File: config.mk
export PLATFORM = sky130hd
export DESIGN_NAME = weight_row_loader_flat
export DESIGN_NICKNAME = d
export VERILOG_FILES = /design/src/rtl/weight_row_loader_if.sv /design/src/rtl/weight_row_loader.sv /design/src/flat_wrapper.sv
export SDC_FILE = /design/constraint.sdc
export NUM_CORES = 1
export LEC_CHECK = 0
export CORE_ASPECT_RATIO = 0.5
export CORE_MARGIN = 8
export CORE_UTILIZATION = 24
export CTS_CLUSTER_DIAMETER = 150
export DETAILED_ROUTE_END_ITERATION = 7
export PLACE_DENSITY_LB_ADDON = 0.2
export SETUP_SLACK_MARGIN = 0.3
export SLEW_MARGIN = 25
export SYNTH_ARGS = -nofsm -noshare
export SYNTH_HDL_FRONTEND = slang
export SYNTH_SLANG_ARGS = --single-unit
File: constraint.sdc
create_clock -name CLK -period 4 [get_ports CLK]
set_input_delay 1 -clock CLK [delete_from_list [all_inputs] [get_ports CLK]]
set_output_delay 1 -clock CLK [all_outputs]
set_load 0.005 [all_outputs]
File: src/rtl/weight_row_loader_if.sv
// Memory read port and PE weight row write port of the weight row loader.
// master: the loader; slave: the memory / PE array side.
interface weight_row_loader_if #(
    parameter int unsigned ADDR_WIDTH = 32,
    parameter int unsigned DATA_WIDTH = 32,
    parameter int unsigned ROW_WIDTH  = 40
);
    logic                  mem_rd_req;
    logic [ADDR_WIDTH-1:0] mem_rd_addr;
    logic                  mem_rd_gnt;
    logic                  mem_rd_valid;
    logic [DATA_WIDTH-1:0] mem_rd_data;
    logic                  row_wr_en;
    logic [2:0]            row_wr_idx;
    logic [ROW_WIDTH-1:0]  row_wr_data;

    modport master (
        output mem_rd_req, mem_rd_addr, row_wr_en, row_wr_idx, row_wr_data,
        input  mem_rd_gnt, mem_rd_valid, mem_rd_data
    );

    modport slave (
        input  mem_rd_req, mem_rd_addr, row_wr_en, row_wr_idx, row_wr_data,
        output mem_rd_gnt, mem_rd_valid, mem_rd_data
    );
endinterface

File: src/rtl/weight_row_loader.sv
// Fetches one R x S int8 filter over a word-read handshake and writes it row by row into the
// PE weight row registers. Define WEIGHT_LOADER_PERF_EN to build the busy-cycle counter.
module weight_row_loader #(
    parameter int unsigned DATA_WIDTH = 32,
    parameter int unsigned ADDR_WIDTH = 32,
    parameter int unsigned PE_ROWS    = 5,
    parameter int unsigned PE_COLS    = 5,
    parameter int unsigned W_BITS     = 8
) (
    input  logic                  CLK,
    input  logic                  RESETN,
    input  logic                  start,
    input  logic [3:0]            param_R,
    input  logic [3:0]            param_S,
    input  logic [ADDR_WIDTH-1:0] weight_base_addr,
    weight_row_loader_if.master   bus,
    output logic                  busy,
    output logic                  done,
    output logic                  err,
    output logic [15:0]           perf_cycles
);

    localparam int unsigned WordBytes = DATA_WIDTH / W_BITS;
    // Worst case residue is S-1 bytes plus one freshly read word.
    localparam int unsigned BufBytes  = PE_COLS - 1 + WordBytes;
    localparam int unsigned BufW      = BufBytes * W_BITS;
    localparam int unsigned RowW      = PE_COLS * W_BITS;

    typedef enum logic [2:0] {StIdle, StReq, StWait, StUnpack, StDone} state_e;

    state_e                state_q, state_d;
    logic [3:0]            r_q, r_d;
    logic [3:0]            s_q, s_d;
    logic [ADDR_WIDTH-1:0] base_q, base_d;
    logic [3:0]            word_cnt_q, word_cnt_d;
    logic [3:0]            byte_cnt_q, byte_cnt_d;
    logic [3:0]            row_cnt_q, row_cnt_d;
    logic [BufW-1:0]       buf_q, buf_d;
    logic                  req_q, req_d;
    logic [ADDR_WIDTH-1:0] addr_q, addr_d;
    logic                  wr_en_q, wr_en_d;
    logic [2:0]            wr_idx_q, wr_idx_d;
    logic [RowW-1:0]       wr_data_q, wr_data_d;
    logic                  busy_q, busy_d;
    logic                  done_q, done_d;
    logic                  err_q, err_d;

    logic                  start_ok;
    logic [BufW-1:0]       view_buf;
    logic [3:0]            view_cnt;
    logic [BufW-1:0]       shifted_buf;
    logic [RowW-1:0]       row_data;
    logic                  can_emit;

    assign start_ok = (param_R != 4'd0) && (param_R <= 4'(PE_ROWS)) &&
                      (param_S != 4'd0) && (param_S <= 4'(PE_COLS));

    // In WAIT the arriving word is merged so the first row leaves on the same edge.
    always_comb begin
        view_buf = buf_q;
        view_cnt = byte_cnt_q;
        if (state_q == StWait) begin
            view_buf = buf_q | (BufW'(bus.mem_rd_data) << {byte_cnt_q, 3'b000});
            view_cnt = byte_cnt_q + 4'(WordBytes);
        end
        shifted_buf = view_buf >> {s_q, 3'b000};
        row_data    = '0;
        for (int unsigned c = 0; c < PE_COLS; c++) begin
            if (4'(c) < s_q) begin
                row_data[c*W_BITS +: W_BITS] = view_buf[c*W_BITS +: W_BITS];
            end
        end
        can_emit = (view_cnt >= s_q) && (row_cnt_q < r_q);
    end

    always_comb begin
        state_d    = state_q;
        r_d        = r_q;
        s_d        = s_q;
        base_d     = base_q;
        word_cnt_d = word_cnt_q;
        byte_cnt_d = byte_cnt_q;
        row_cnt_d  = row_cnt_q;
        buf_d      = buf_q;
        req_d      = req_q;
        addr_d     = addr_q;
        wr_en_d    = 1'b0;
        wr_idx_d   = wr_idx_q;
        wr_data_d  = wr_data_q;
        done_d     = 1'b0;
        err_d      = 1'b0;

        unique case (state_q)
            StIdle: begin
                if (start) begin
                    if (start_ok) begin
                        r_d        = param_R;
                        s_d        = param_S;
                        base_d     = weight_base_addr;
                        word_cnt_d = '0;
                        byte_cnt_d = '0;
                        row_cnt_d  = '0;
                        buf_d      = '0;
                        req_d      = 1'b1;
                        addr_d     = weight_base_addr;
                        state_d    = StReq;
                    end else begin
                        err_d = 1'b1;
                    end
                end
            end
            StReq: begin
                if (bus.mem_rd_gnt) begin
                    req_d      = 1'b0;
                    word_cnt_d = word_cnt_q + 4'd1;
                    state_d    = StWait;
                end
            end
            StWait: begin
                if (bus.mem_rd_valid) begin
                    buf_d      = view_buf;
                    byte_cnt_d = view_cnt;
                    state_d    = StUnpack;
                    if (can_emit) begin
                        wr_en_d    = 1'b1;
                        wr_idx_d   = row_cnt_q[2:0];
                        wr_data_d  = row_data;
                        buf_d      = shifted_buf;
                        byte_cnt_d = view_cnt - s_q;
                        row_cnt_d  = row_cnt_q + 4'd1;
                    end
                end
            end
            StUnpack: begin
                if (can_emit) begin
                    wr_en_d    = 1'b1;
                    wr_idx_d   = row_cnt_q[2:0];
                    wr_data_d  = row_data;
                    buf_d      = shifted_buf;
                    byte_cnt_d = view_cnt - s_q;
                    row_cnt_d  = row_cnt_q + 4'd1;
                end else if (row_cnt_q == r_q) begin
                    done_d  = 1'b1;
                    state_d = StDone;
                end else begin
                    req_d   = 1'b1;
                    addr_d  = base_q + ADDR_WIDTH'({word_cnt_q, 2'b00});
                    state_d = StReq;
                end
            end
            StDone: begin
                state_d = StIdle;
            end
            default: begin
                state_d = StIdle;
            end
        endcase

        busy_d = (state_d != StIdle);
    end

    always_ff @(posedge CLK) begin
        if (!RESETN) begin
            state_q    <= StIdle;
            r_q        <= '0;
            s_q        <= '0;
            base_q     <= '0;
            word_cnt_q <= '0;
            byte_cnt_q <= '0;
            row_cnt_q  <= '0;
            buf_q      <= '0;
            req_q      <= 1'b0;
            addr_q     <= '0;
            wr_en_q    <= 1'b0;
            wr_idx_q   <= '0;
            wr_data_q  <= '0;
            busy_q     <= 1'b0;
            done_q     <= 1'b0;
            err_q      <= 1'b0;
        end else begin
            state_q    <= state_d;
            r_q        <= r_d;
            s_q        <= s_d;
            base_q     <= base_d;
            word_cnt_q <= word_cnt_d;
            byte_cnt_q <= byte_cnt_d;
            row_cnt_q  <= row_cnt_d;
            buf_q      <= buf_d;
            req_q      <= req_d;
            addr_q     <= addr_d;
            wr_en_q    <= wr_en_d;
            wr_idx_q   <= wr_idx_d;
            wr_data_q  <= wr_data_d;
            busy_q     <= busy_d;
            done_q     <= done_d;
            err_q      <= err_d;
        end
    end

    assign bus.mem_rd_req  = req_q;
    assign bus.mem_rd_addr = addr_q;
    assign bus.row_wr_en   = wr_en_q;
    assign bus.row_wr_idx  = wr_idx_q;
    assign bus.row_wr_data = wr_data_q;
    assign busy            = busy_q;
    assign done            = done_q;
    assign err             = err_q;

`ifdef WEIGHT_LOADER_PERF_EN
    logic [15:0] perf_q, perf_d;

    always_comb begin
        perf_d = perf_q;
        if ((state_q == StIdle) && start && start_ok) begin
            perf_d = '0;
        end else if (busy_q && (perf_q != 16'hFFFF)) begin
            perf_d = perf_q + 16'd1;
        end
    end

    always_ff @(posedge CLK) begin
        if (!RESETN) begin
            perf_q <= '0;
        end else begin
            perf_q <= perf_d;
        end
    end

    assign perf_cycles = perf_q;
`else
    assign perf_cycles = '0;
`endif

endmodule
File: src/flat_wrapper.sv
// flat-port wrapper written by rule: the top's interface ports become plain ports
module weight_row_loader_flat 
#(
    parameter int unsigned DATA_WIDTH = 32,
    parameter int unsigned ADDR_WIDTH = 32,
    parameter int unsigned PE_ROWS    = 5,
    parameter int unsigned PE_COLS    = 5,
    parameter int unsigned W_BITS     = 8
)
  (CLK, RESETN, start, param_R, param_S, weight_base_addr, busy, done, err, perf_cycles, bus_mem_rd_req, bus_mem_rd_addr, bus_row_wr_en, bus_row_wr_idx, bus_row_wr_data, bus_mem_rd_gnt, bus_mem_rd_valid, bus_mem_rd_data);
  weight_row_loader_if #(.ADDR_WIDTH(ADDR_WIDTH), .DATA_WIDTH(DATA_WIDTH)) bus_i ();
  input  logic CLK;
  input  logic RESETN;
  input  logic start;
  input  logic [3:0] param_R;
  input  logic [3:0] param_S;
  input  logic [ADDR_WIDTH-1:0] weight_base_addr;
  output logic busy;
  output logic done;
  output logic err;
  output logic [15:0] perf_cycles;
  output wire logic [$bits(bus_i.mem_rd_req)-1:0] bus_mem_rd_req;
  output wire logic [$bits(bus_i.mem_rd_addr)-1:0] bus_mem_rd_addr;
  output wire logic [$bits(bus_i.row_wr_en)-1:0] bus_row_wr_en;
  output wire logic [$bits(bus_i.row_wr_idx)-1:0] bus_row_wr_idx;
  output wire logic [$bits(bus_i.row_wr_data)-1:0] bus_row_wr_data;
  input wire logic [$bits(bus_i.mem_rd_gnt)-1:0] bus_mem_rd_gnt;
  input wire logic [$bits(bus_i.mem_rd_valid)-1:0] bus_mem_rd_valid;
  input wire logic [$bits(bus_i.mem_rd_data)-1:0] bus_mem_rd_data;
  assign bus_mem_rd_req = bus_i.mem_rd_req;
  assign bus_mem_rd_addr = bus_i.mem_rd_addr;
  assign bus_row_wr_en = bus_i.row_wr_en;
  assign bus_row_wr_idx = bus_i.row_wr_idx;
  assign bus_row_wr_data = bus_i.row_wr_data;
  assign bus_i.mem_rd_gnt = bus_mem_rd_gnt;
  assign bus_i.mem_rd_valid = bus_mem_rd_valid;
  assign bus_i.mem_rd_data = bus_mem_rd_data;
  weight_row_loader #(.DATA_WIDTH(DATA_WIDTH), .ADDR_WIDTH(ADDR_WIDTH), .PE_ROWS(PE_ROWS), .PE_COLS(PE_COLS), .W_BITS(W_BITS)) u_core (.CLK(CLK), .RESETN(RESETN), .start(start), .param_R(param_R), .param_S(param_S), .weight_base_addr(weight_base_addr), .bus(bus_i), .busy(busy), .done(done), .err(err), .perf_cycles(perf_cycles));
endmodule
After elaboration in Yosys (flattened, before gate mapping):

Index checks and enable logic that the tools add are counted.

* word-level logic and storage cells: 121
* output and inout bits: 96
* input bits: 77
* register bits after elaboration: 199

* shift-type cells: 2
* bitwise gates (word level): 3
* order comparisons: 9
* reduce and logical (&&, ||, !) cells: 22
* mux-type cells: 53
* equal/unequal tests: 11
* add/subtract/negate cells: 5

Operator list (number)
* $mux 64: 6
* $pmux 64 s3: 1
* $mux 32: 4
* $mux 40: 2
* $pmux 40 s2: 1
* $or 64x64->64: 1
* $pmux 32 s2: 1
* $shl 32x7->64: 1
* $shr 64x7->64: 1
* $mux 8: 5
* $mux 4: 9
* $add 32x6->32: 1
* $mux 3: 8
* $pmux 4 s3: 2
* $pmux 3 s4: 1
* $ne 2x2->1 const B: 5
* $reduce_and 5->1: 2
* $mux 1: 9
* $reduce_bool 3->1: 3
* $add 4x1->4 const B: 2
* $le 4x3->1 const B: 2
* $lt 1x4->1 const A: 2
* $lt 2x4->1 const A: 2
* $pmux 4 s2: 1
* 22 further kinds: 33

Longest topological paths before layout:

Gate-level depths: netlist of run 1.

* depth after elaboration: 8
* depth in mapped cells: 16
* mapped depth without buffers: 13

Worst setup path before layout of run 1:

Ideal clock, no wire load.

* kind: register -> register
* start: reg u_core.s_q[1]
* end: reg u_core.buf_q[45]
* library setup time: 119 ps
* path buffers: 5
* arrival time: 3231 ps
* setup slack: 651 ps
* clock period less this slack: 3349 ps
* stages on the path, launching flop included: 14
* data required time: 3881 ps
* path through: dfxtp_1 > clkbuf_1 > inv_1 > clkbuf_1 > clkbuf_1 > fa_1 > a21oi_1 > o21a_1 > or3_1 > a22oi_1 > buf_2 > buf_2 > o21ai_0 > o221a_2

* cells in the longest elaborated chain, start to end: 5
* elaborated cells on any way between the ends: 9
* classes of those cells: order compare (1); eq/ne (1); shift (1); mux (4); reduce/logical (2)

RTL lines
* start: declaration: RTL line weight_row_loader.sv:33 `logic [3:0] s_q, s_d;`
* start signal: assignment: RTL line weight_row_loader.sv:166 `s_q <= '0;`
* start signal: assignment: RTL line weight_row_loader.sv:183 `s_q <= s_d;`
* parallel branches: the longest is 5 deep, another holds $shr 64x7->64
* end signal: assignment: RTL line weight_row_loader.sv:188 `buf_q <= buf_d;`
* end: declaration: RTL line weight_row_loader.sv:38 `logic [BufW-1:0] buf_q, buf_d;`

Parallel ways; which one is timed is not known. The select of a mux whose other input is x is not followed.
A chain may end at the register's enable or synchronous reset.

Worst setup path after layout of run 1:

* start: reg u_core.state_q[0]
* end: reg u_core.buf_q[16]

* cells in the longest elaborated chain, start to end: 7
* elaborated cells on any way between the ends: 18
* classes of those cells: order compare (1); eq/ne (6); shift (1); mux (6); reduce/logical (4)

RTL lines
* start: declaration: RTL line weight_row_loader.sv:31 `state_e state_q, state_d;`
* start signal: assignment: RTL line weight_row_loader.sv:164 `state_q <= StIdle;`
* start signal: assignment: RTL line weight_row_loader.sv:181 `state_q <= state_d;`
* parallel branches: the longest is 7 deep, another holds $mux 64

Parallel ways; which one is timed is not known. The select of a mux whose other input is x is not followed.

==> flow_metrics.env, run 1 <==
export IMPL_status="complete, no violations"
export IMPL_avgSynthCellArea_sq_um=7.73
export IMPL_startpoint_type="flop"
export IMPL_grt_start_max_net_pins=78
export IMPL_clockBufferDepth=2
export IMPL_reg2reg_depth=11
export IMPL_fin_ws_ns=0.573
export IMPL_synth_distinct_cells=83
export IMPL_r2r_start="u_core.state_q[0]$_SDFF_PN0_"
export IMPL_io_pins=173
export IMPL_crit_type="flop to flop"
export IMPL_synth_top_area_share_pct=33.1
export IMPL_finalSetupViolations=0
export IMPL_grt_first_pass_wirelength_um=75700
export IMPL_cts_tree="done"
export IMPL_seqCellArea_sq_mm=0.00399
export IMPL_whs_endpoint="u_core.r_q[3]$_SDFFE_PN0P_"
export IMPL_antenna_found_initial=0
export IMPL_cts_root_buf="clkbuf_16"
export IMPL_hold_buffers=0
export IMPL_initial_core_util_pct=24.1
export IMPL_path_cells="or4b_4, o21ai_0, ha_1, nand2_1, o21a_1, o41ai_2, nand3_1, nor2_1, buf_4, a21oi_1, a31oi_1"
export IMPL_finalHoldViolCount=0
export IMPL_hpwl_um=36800
export IMPL_syn_cell_area_sq_mm=0.0120
export IMPL_dieArea_sq_mm=0.0580
export IMPL_final_core_util_pct=30.3
export IMPL_fin_skew_ns=0.0163
export IMPL_holdPathStages=2
export IMPL_fmax_mhz=292
export IMPL_fp_row_count=58
export IMPL_area_delta_synth_final_pct=25.7
export IMPL_dpl_cell_area_sq_mm=0.0146
export IMPL_cp_top_family="simple AND/OR/NAND/NOR gates"
export IMPL_leakage_uw=0.00505
export IMPL_stdcell_count=2363
export IMPL_yosysSeqAreaShare_pct=33.1
export IMPL_rsz0062_at_grt="false"
export IMPL_dpl_cell_count=2331
export IMPL_report_final_slew_viol_count=0
export IMPL_ctsHtreeMaxLevel=4
export IMPL_die_w_um=333
export IMPL_die_y_um=174
export IMPL_netlist_instances=1558
export IMPL_timing_rr_end="u_core.buf_q[16]$_SDFFE_PN0P_"
export IMPL_fillers=5441
export IMPL_r2r_slack_ns=0.57
export IMPL_routedWlPerCell_um=21.2
export IMPL_diodes=0
export IMPL_slowest_stage="nor2_1"
export IMPL_fin_setup_tns_ns=0
export IMPL_ys_ff_latch=199
export IMPL_yosysTopAreaCell="dfxtp_1"
export IMPL_period_share_pct=85.7
export IMPL_finalWeightedCongestion=0.891
export IMPL_endpoint_kind="flop"
export IMPL_timing_hold_worst_class="flop to flop"
export IMPL_final_cell_mix="a21oi_1 (213), dfxtp_1 (196), nand2_1 (168)"
export IMPL_dp_slack_ns=0.307
export IMPL_vias=12400
export IMPL_portBuffers=156
export IMPL_dr_first_iter_drc_count=890
export IMPL_core_area_sq_mm=0.0499
export IMPL_worst_pin_slew_ns=0.980
export IMPL_synth_edff_count=0
export IMPL_critical_path_max_fanout=9
export IMPL_relSlewSlack_pct=34.7
export IMPL_yosys_warnings=0
export IMPL_power_density_mw_per_mm2=293
export IMPL_worst_ep_arrival_time_ns=3.81
export IMPL_drc=0
export IMPL_multiInputGateArea_sq_mm=0.00739
export IMPL_final_antenna_net_count=0
export IMPL_synthArstFlopShare_pct=0
export IMPL_routed_wl_um=50100
export IMPL_fin_nets=1784
export IMPL_crit_required_ns=4.38
export IMPL_ir_drop_mv=0.315
export IMPL_grt_pass1_vias=12500
export IMPL_drv_cap=0
export IMPL_cp_slowest_stage_delay_ns=0.66
export IMPL_layout_commonest_cell="a21oi_1"
export IMPL_synth_area_leaders="dfxtp_1 (33%), a21oi_1 (8.9%), nand2_1 (5.3%), mux2i_1 (5.2%), nor2_1 (4.8%)"
export IMPL_grt_usage_pct=16.6
export IMPL_ys_flop_type="dfxtp_1"
export IMPL_worst_path_buf_inv=1
export IMPL_fin_crit_ns=3.43
export IMPL_overflow=0
export IMPL_viasPerCell=5.24
export IMPL_clock_sinks=199
export IMPL_drive_gt1_share_pct=10.3
export IMPL_design_area_sq_mm=0.0151
export IMPL_cts_made_buffers=17
export IMPL_hold_start="u_core.r_q[3]$_SDFFE_PN0P_"
export IMPL_clock_latency_ns=0.46
export IMPL_path_clk_slew_ns=0.08
export IMPL_drt_first_pass_iters=5
==> routing by layer <==
metal  GRT usage [%]  routed length, um  vias to the layer above
met5               0                  0                        -
met4            6.95               1930                        0
met3            2.56               2040                       91
met2            29.9              25300                      377
met1            19.6              20900                     5968
li1                -                  -                     5944
==> cells in the mapped netlist (14+ instances only) <==
cell type  instances
buf_2             20
a22oi_1           19
o221ai_1          17
nand3b_1          14
inv_1             25
nand3_1           44
o21ai_0          105
o211ai_1          16
mux2i_1           62
clkbuf_1          87
ha_1              14
a211oi_1          24
nand2_1          169
nor2_1           154
a21oi_1          213
o22ai_1           26
nor3_1            69
xnor2_1           18
buf_4             18
dfxtp_1          199
xor2_1            14
==> worst min-delay path, stage by stage (launching register included) <==
cell and delay, ns:
dfxtp_1 0.30, inv_1 0.06, nor2_1 0.04
==> how the worst max path moves through the flow <==
stage                                       from                                       to  slack, ns  cells past startpoint
finish              u_core.state_q[0]$_SDFF_PN0_            u_core.buf_q[16]$_SDFFE_PN0P_       0.57                     11
global route        u_core.state_q[0]$_SDFF_PN0_            u_core.buf_q[12]$_SDFFE_PN0P_       0.31                     11
CTS                 u_core.state_q[0]$_SDFF_PN0_  u_core.bus.mem_rd_addr[20]$_SDFFE_PN0P_       0.49                     11
detailed placement            bus_mem_rd_data[3]            u_core.buf_q[11]$_SDFFE_PN0P_       0.31                      8
global placement              bus_mem_rd_data[3]            u_core.buf_q[11]$_SDFFE_PN0P_       0.30                      8
floorplan             u_core.s_q[1]$_SDFFE_PN0P_            u_core.buf_q[45]$_SDFFE_PN0P_       0.65                     13
==> logic make-up (layout without fill, tap and decap cells) <==
group           count (synthesis)  count (layout)  synth area share [%]
compound gates                535             535                  28.1
xor+xnor                       32              32                  2.33
fa+ha+maj                      16              16                  1.79
buf+inv                       168             298                  6.44
flops                         199             199                  33.1
mux                            81              81                  7.58
other cells                     1              16                0.0311
simple gates                  526             526                  20.7
==> through the flow <==
stage | power [uW] | hold slack (ns)
6_report | 4440 | 0.440
3_5_place_dp | 2770 | 0.435
4_1_cts | 4500 | 0.445
5_1_grt | 4620 | 0.463
2_1_floorplan | 2450 | 0.420
3_3_place_gp | 2770 | 0.431
==> registers in the layout, indices dropped and copies added (netlist names) <==
signal                  cells
u_core.word_cnt_q           4
u_core.busy                 1
u_core.bus.row_wr_en        1
u_core.r_q                  4
u_core.base_q              32
u_core.state_q              3
u_core.buf_q               64
u_core.done                 1
u_core.err                  1
u_core.bus.row_wr_data     40
u_core.bus.mem_rd_addr     32
u_core.bus.mem_rd_req       1
u_core.byte_cnt_q           4
u_core.s_q                  4
u_core.bus.row_wr_idx       3
u_core.row_cnt_q            4
==> cell type report <==
| cell class | count | area share [%] |
|---|---|---|
| timing repair buffer | 240 | 15.1 |
| tap | 660 | 5.46 |
| multi-input combinational | 1206 | 48.9 |
| clock inverter | 10 | 0.645 |
| sequential | 199 | 26.3 |
| clock buffer | 21 | 2.91 |
| inverter | 27 | 0.678 |
==> power breakdown <==
part           internal [uW]  total (uW)  switching (uW)
combinational            267         640             373
sequential              2040        2080            43.9
clock                    862        1710             852
==> timing repair <==
action / CTS / global route
gates resized for setup: 0 / 1
setup buffers: 0 / 1
endpoints found under the setup margin: 0 / 17
No activity file was read; power rests on OpenSTA's default activity.
==> inputs of run 2 (changes only) <==
- ABC_CLOCK_PERIOD_IN_PS: not set -> 4000
- CORE_MARGIN: 8 -> not set
==> flow_metrics.env, run 2 (same netlist as run 1, synthesis figures left out) <==
export IMPL_drive_gt1_share_pct=10.7
export IMPL_grt_pass1_vias=12200
export IMPL_report_final_slew_viol_count=0
export IMPL_endpoint_kind="flop"
export IMPL_critical_path_max_fanout=7
export IMPL_multiInputGateArea_sq_mm=0.00739
export IMPL_viasPerCell=5.28
export IMPL_fmax_mhz=283
export IMPL_top_register="u_core.buf_q"
export IMPL_clock_sinks=199
export IMPL_drt_first_pass_iters=5
export IMPL_relSlewSlack_pct=40.4
export IMPL_status="complete, no violations"
export IMPL_antenna_found_initial=0
export IMPL_seqCellArea_sq_mm=0.00399
export IMPL_final_core_util_pct=30.8
export IMPL_cp_startpoint="u_core.state_q[2]$_SDFF_PN0_"
export IMPL_fin_crit_ns=3.54
export IMPL_routed_wl_um=49200
export IMPL_die_w_um=319
export IMPL_hold_start="u_core.r_q[3]$_SDFFE_PN0P_"
export IMPL_path_clk_slew_ns=0.07
export IMPL_cts_root_buf="clkbuf_16"
export IMPL_fillers=5270
export IMPL_largest_reg_flops=64
export IMPL_worst_ep_arrival_time_ns=3.93
export IMPL_startpoint_type="flop"
export IMPL_final_cell_mix="a21oi_1 (213), dfxtp_1 (196), nand2_1 (168)"
export IMPL_routedWlPerCell_um=20.9
export IMPL_period_share_pct=88.4
export IMPL_ctsHtreeMaxLevel=4
export IMPL_finalHoldViolCount=0
export IMPL_grt_start_max_net_pins=114
export IMPL_ir_drop_mv=0.309
export IMPL_clockBufferDepth=2
export IMPL_cts_tree="done"
export IMPL_whs_ns=0.451
export IMPL_layout_commonest_cell="a21oi_1"
export IMPL_fin_setup_tns_ns=0
export IMPL_r2r_start="u_core.state_q[2]$_SDFF_PN0_"
export IMPL_hold_buffers=0
export IMPL_finalSetupViolations=0
export IMPL_cts_resized=0
export IMPL_clock_latency_ns=0.46
export IMPL_core_area_sq_mm=0.0490
export IMPL_power_density_mw_per_mm2=298
export IMPL_cts_setup_buffers=0
export IMPL_dieArea_sq_mm=0.0511
export IMPL_final_antenna_net_count=0
export IMPL_drv_cap=0
export IMPL_diodes=0
export IMPL_die_y_um=160
export IMPL_cts_made_buffers=17
export IMPL_drc=0
export IMPL_io_pins=173
export IMPL_fin_total_pwr_uw=4500
export IMPL_dr_first_iter_drc_count=1062
export IMPL_grt_first_pass_wirelength_um=74700
export IMPL_hpwl_um=35600
export IMPL_crit_required_ns=4.40
export IMPL_initial_core_util_pct=24.6
export IMPL_crit_type="flop to flop"
export IMPL_fp_row_count=57
export IMPL_worst_pin_slew_ns=0.890
export IMPL_timing_hold_worst_class="flop to flop"
export IMPL_grt_usage_pct=19.0
export IMPL_fin_nets=1788
export IMPL_portBuffers=156
export IMPL_fin_skew_ns=0.0136
export IMPL_finalWeightedCongestion=0.913
export IMPL_leakage_uw=0.00505
export IMPL_overflow=0
export IMPL_dpl_cell_count=2325
export IMPL_stdcell_count=2357
export IMPL_rsz0062_at_grt="false"
export IMPL_vias=12400
export IMPL_area_delta_synth_final_pct=25.4
run 2: cell types whose count changed in the layout (fill, tap and decap cells not counted), sizes merged:
| cell | delta |
|---|---|
| inv | +3 |
| buf | +4 |
| clkinv | -1 |
| clkinvlp | -1 |
run 2: stage by stage:
step	cell area [sq um]	setup slack, ns
3_3_place_gp	14500	0.401
5_1_grt	15100	0.325
2_1_floorplan	12100	0.651
4_1_cts	15100	0.409
3_5_place_dp	14500	0.363
6_report	15100	0.463
run 2: final cells by class:
type                            instances  area share, %
Multi-Input combinational cell       1206           48.9
Sequential cell                       199           26.4
Timing Repair Buffer                  244           14.8
Tap cell                              649           5.37
Clock buffer                           21           3.05
Clock inverter                         11          0.754
Inverter                               27          0.679
run 2: path summary, 6_finish.rpt:
| path | slack [ns] | depth (start not counted) | endpoint |
|---|---|---|---|
| worst min-delay path | 0.45 | 2 | u_core.r_q[3]$_SDFFE_PN0P_ |
| worst max-delay path | 0.46 | 13 | u_core.buf_q[10]$_SDFFE_PN0P_ |
| worst min register to register | 0.45 | 2 | u_core.r_q[3]$_SDFFE_PN0P_ |
| worst max register to register | 0.46 | 13 | u_core.buf_q[10]$_SDFFE_PN0P_ |
run 2: layer usage:
metal / vias up / share of wire, % / global-route usage (%)
met5: - / 0 / 0
met4: 0 / 4.0 / 8.43
met3: 95 / 4.1 / 2.99
met2: 375 / 50 / 33.2
met1: 6012 / 42 / 23.0
li1: 5967 / - / -
run 2: critical path: stages, from the launching register on:
cell and delay (ns):
dfxtp_1 0.36, nand2b_1 0.22, nor2_2 0.22, nand2_1 0.08
nand2_1 0.06, o21ai_0 0.08, ha_1 0.33, nand2_1 0.06
o21a_1 0.29, o41a_1 0.56, nor2_1 0.68, nand3_1 0.19
o22ai_1 0.17, o32a_1 0.17
run 2: report_power, final:
part | switching, uW | total (uW) | internal (uW)
sequential | 41.4 | 2080 | 2040
combinational | 375 | 640 | 265
clock | 875 | 1780 | 909
total | 1290 | 4500 | 3210
==> inputs of run 3 (changes only) <==
- PLACE_DENSITY: not set -> 0.48
- PLACE_DENSITY_LB_ADDON: 0.2 -> not set
- SETUP_SLACK_MARGIN: 0.3 -> 0.05
==> flow_metrics.env, run 3 (same netlist as run 1, synthesis figures left out) <==
export IMPL_rsz0062_at_grt="false"
export IMPL_timing_hold_worst_class="flop to flop"
export IMPL_routedWlPerCell_um=20.3
export IMPL_dpl_cell_count=2320
export IMPL_cts_made_buffers=17
export IMPL_fillers=5278
export IMPL_finalSetupViolations=0
export IMPL_status="complete, no violations"
export IMPL_layout_commonest_cell="a21oi_1"
export IMPL_path_clk_slew_ns=0.08
export IMPL_report_final_slew_viol_count=0
export IMPL_drc=0
export IMPL_core_area_sq_mm=0.0490
export IMPL_largest_reg_flops=64
export IMPL_cts_tree="done"
export IMPL_endpoint_kind="flop"
export IMPL_io_pins=173
export IMPL_die_w_um=319
export IMPL_final_cell_mix="a21oi_1 (213), dfxtp_1 (196), nand2_1 (168)"
export IMPL_clockBufferDepth=2
export IMPL_fin_setup_tns_ns=0
export IMPL_clock_latency_ns=0.47
export IMPL_period_share_pct=92.6
export IMPL_fin_skew_ns=0.0161
export IMPL_finalWeightedCongestion=0.905
export IMPL_power_density_mw_per_mm2=291
export IMPL_cts_root_buf="clkbuf_16"
export IMPL_relSlewSlack_pct=44.7
export IMPL_startpoint_type="flop"
export IMPL_worst_pin_slew_ns=0.826
export IMPL_hpwl_um=34700
export IMPL_fin_ws_ns=0.297
export IMPL_overflow=0
export IMPL_dr_first_iter_drc_count=1044
export IMPL_clock_sinks=199
export IMPL_critical_path_max_fanout=12
export IMPL_top_register="u_core.buf_q"
export IMPL_vias=12400
export IMPL_drv_cap=0
export IMPL_drive_gt1_share_pct=10.3
export IMPL_fp_row_count=57
export IMPL_fmax_mhz=270
export IMPL_crit_required_ns=4.39
export IMPL_crit_type="flop to flop"
export IMPL_multiInputGateArea_sq_mm=0.00739
export IMPL_grt_usage_pct=18.4
export IMPL_portBuffers=156
export IMPL_dieArea_sq_mm=0.0511
export IMPL_leakage_uw=0.00502
export IMPL_viasPerCell=5.28
export IMPL_fin_crit_ns=3.70
export IMPL_ir_drop_mv=0.222
export IMPL_die_y_um=160
export IMPL_initial_core_util_pct=24.6
export IMPL_seqCellArea_sq_mm=0.00399
export IMPL_grt_first_pass_wirelength_um=72600
export IMPL_antenna_found_initial=1
export IMPL_grt_pass1_vias=11800
export IMPL_drt_first_pass_iters=7
export IMPL_grt_start_max_net_pins=95
export IMPL_finalHoldViolCount=0
export IMPL_area_delta_synth_final_pct=25.0
export IMPL_fin_nets=1784
export IMPL_hold_buffers=0
export IMPL_ctsHtreeMaxLevel=4
export IMPL_routed_wl_um=47700
export IMPL_diodes=0
export IMPL_stdcell_count=2351
export IMPL_worst_ep_arrival_time_ns=4.10
export IMPL_dp_slack_ns=0.364
export IMPL_final_antenna_net_count=0
==> run 3: cell types whose count changed in the layout (fill, tap and decap cells not counted), moves of 2 or more <==
cell,change
inv_6,-3
buf_4,-6
clkinvlp_4,+2
buf_12,+2
==> run 3: layout make-up <==
cell class | instances | share of cell area, %
clock buffer | 20 | 2.97
inverter | 27 | 0.682
timing repair buffer | 240 | 14.9
multi-input combinational | 1206 | 49.1
sequential | 199 | 26.5
tap | 649 | 5.39
clock inverter | 10 | 0.499
==> run 3: report_power, final <==
group / leakage, uW / internal, uW / switching (uW) / total [uW]
Sequential: 0.00161 / 2040 / 39.1 / 2080
Clock: 0.000245 / 810 / 852 / 1660
Combinational: 0.00316 / 267 / 378 / 645
Total: 0.00502 / 3120 / 1270 / 4390
==> run 3: per-stage QoR <==
stage	util, %	hold WS (ns)	power, uW	instance area (sq um)
final	30.7	0.456	4390	15100
after global routing	30.7	0.475	4560	15100
after CTS	30.7	0.457	4420	15000
after detailed placement	29.6	0.447	2760	14500
after global placement	29.6	0.444	2770	14500
after floorplan	-	0.420	2450	12100
==> run 3: worst paths after layout <==
check	startpoint	endpoint	slack, ns	cells past startpoint
worst max-delay path	u_core.state_q[1]$_SDFF_PN0_	u_core.buf_q[6]$_SDFFE_PN0P_	0.30	12
worst min register to register	u_core.base_q[0]$_SDFFE_PN0P_	u_core.base_q[0]$_SDFFE_PN0P_	0.46	2
worst min-delay path	u_core.base_q[0]$_SDFFE_PN0P_	u_core.base_q[0]$_SDFFE_PN0P_	0.46	2
worst max register to register	u_core.state_q[1]$_SDFF_PN0_	u_core.buf_q[6]$_SDFFE_PN0P_	0.30	12
==> run 3: layer usage <==
| metal | share of wire [%] | global-route usage, % | wire length (um) | vias up |
|---|---|---|---|---|
| met5 | 0 | 0 | 0 | - |
| met2 | 49 | 32.2 | 23400 | 398 |
| met4 | 4.9 | 9.24 | 2320 | 0 |
| met1 | 41 | 21.9 | 19500 | 5975 |
| met3 | 5.1 | 3.05 | 2420 | 105 |
| li1 | - | - | - | 5945 |
==> run 3: worst max-delay path, cell delays in order, from the launching register on <==
cell and delay, ns:
dfxtp_1 0.53, nand2b_1 0.20, nor2_1 0.17, buf_4 0.15
xnor2_1 0.06, ha_1 0.34, nand2_1 0.07, o21a_1 0.30
o41ai_2 0.46, nand3_1 0.52, buf_4 0.35, o311a_1 0.33
a21oi_1 0.14
==> run 3: what timing repair did <==
item,4_1_cts,5_1_grt
resized for setup,0,1
endpoints found under the setup margin,0,5
buffers inserted,0,1
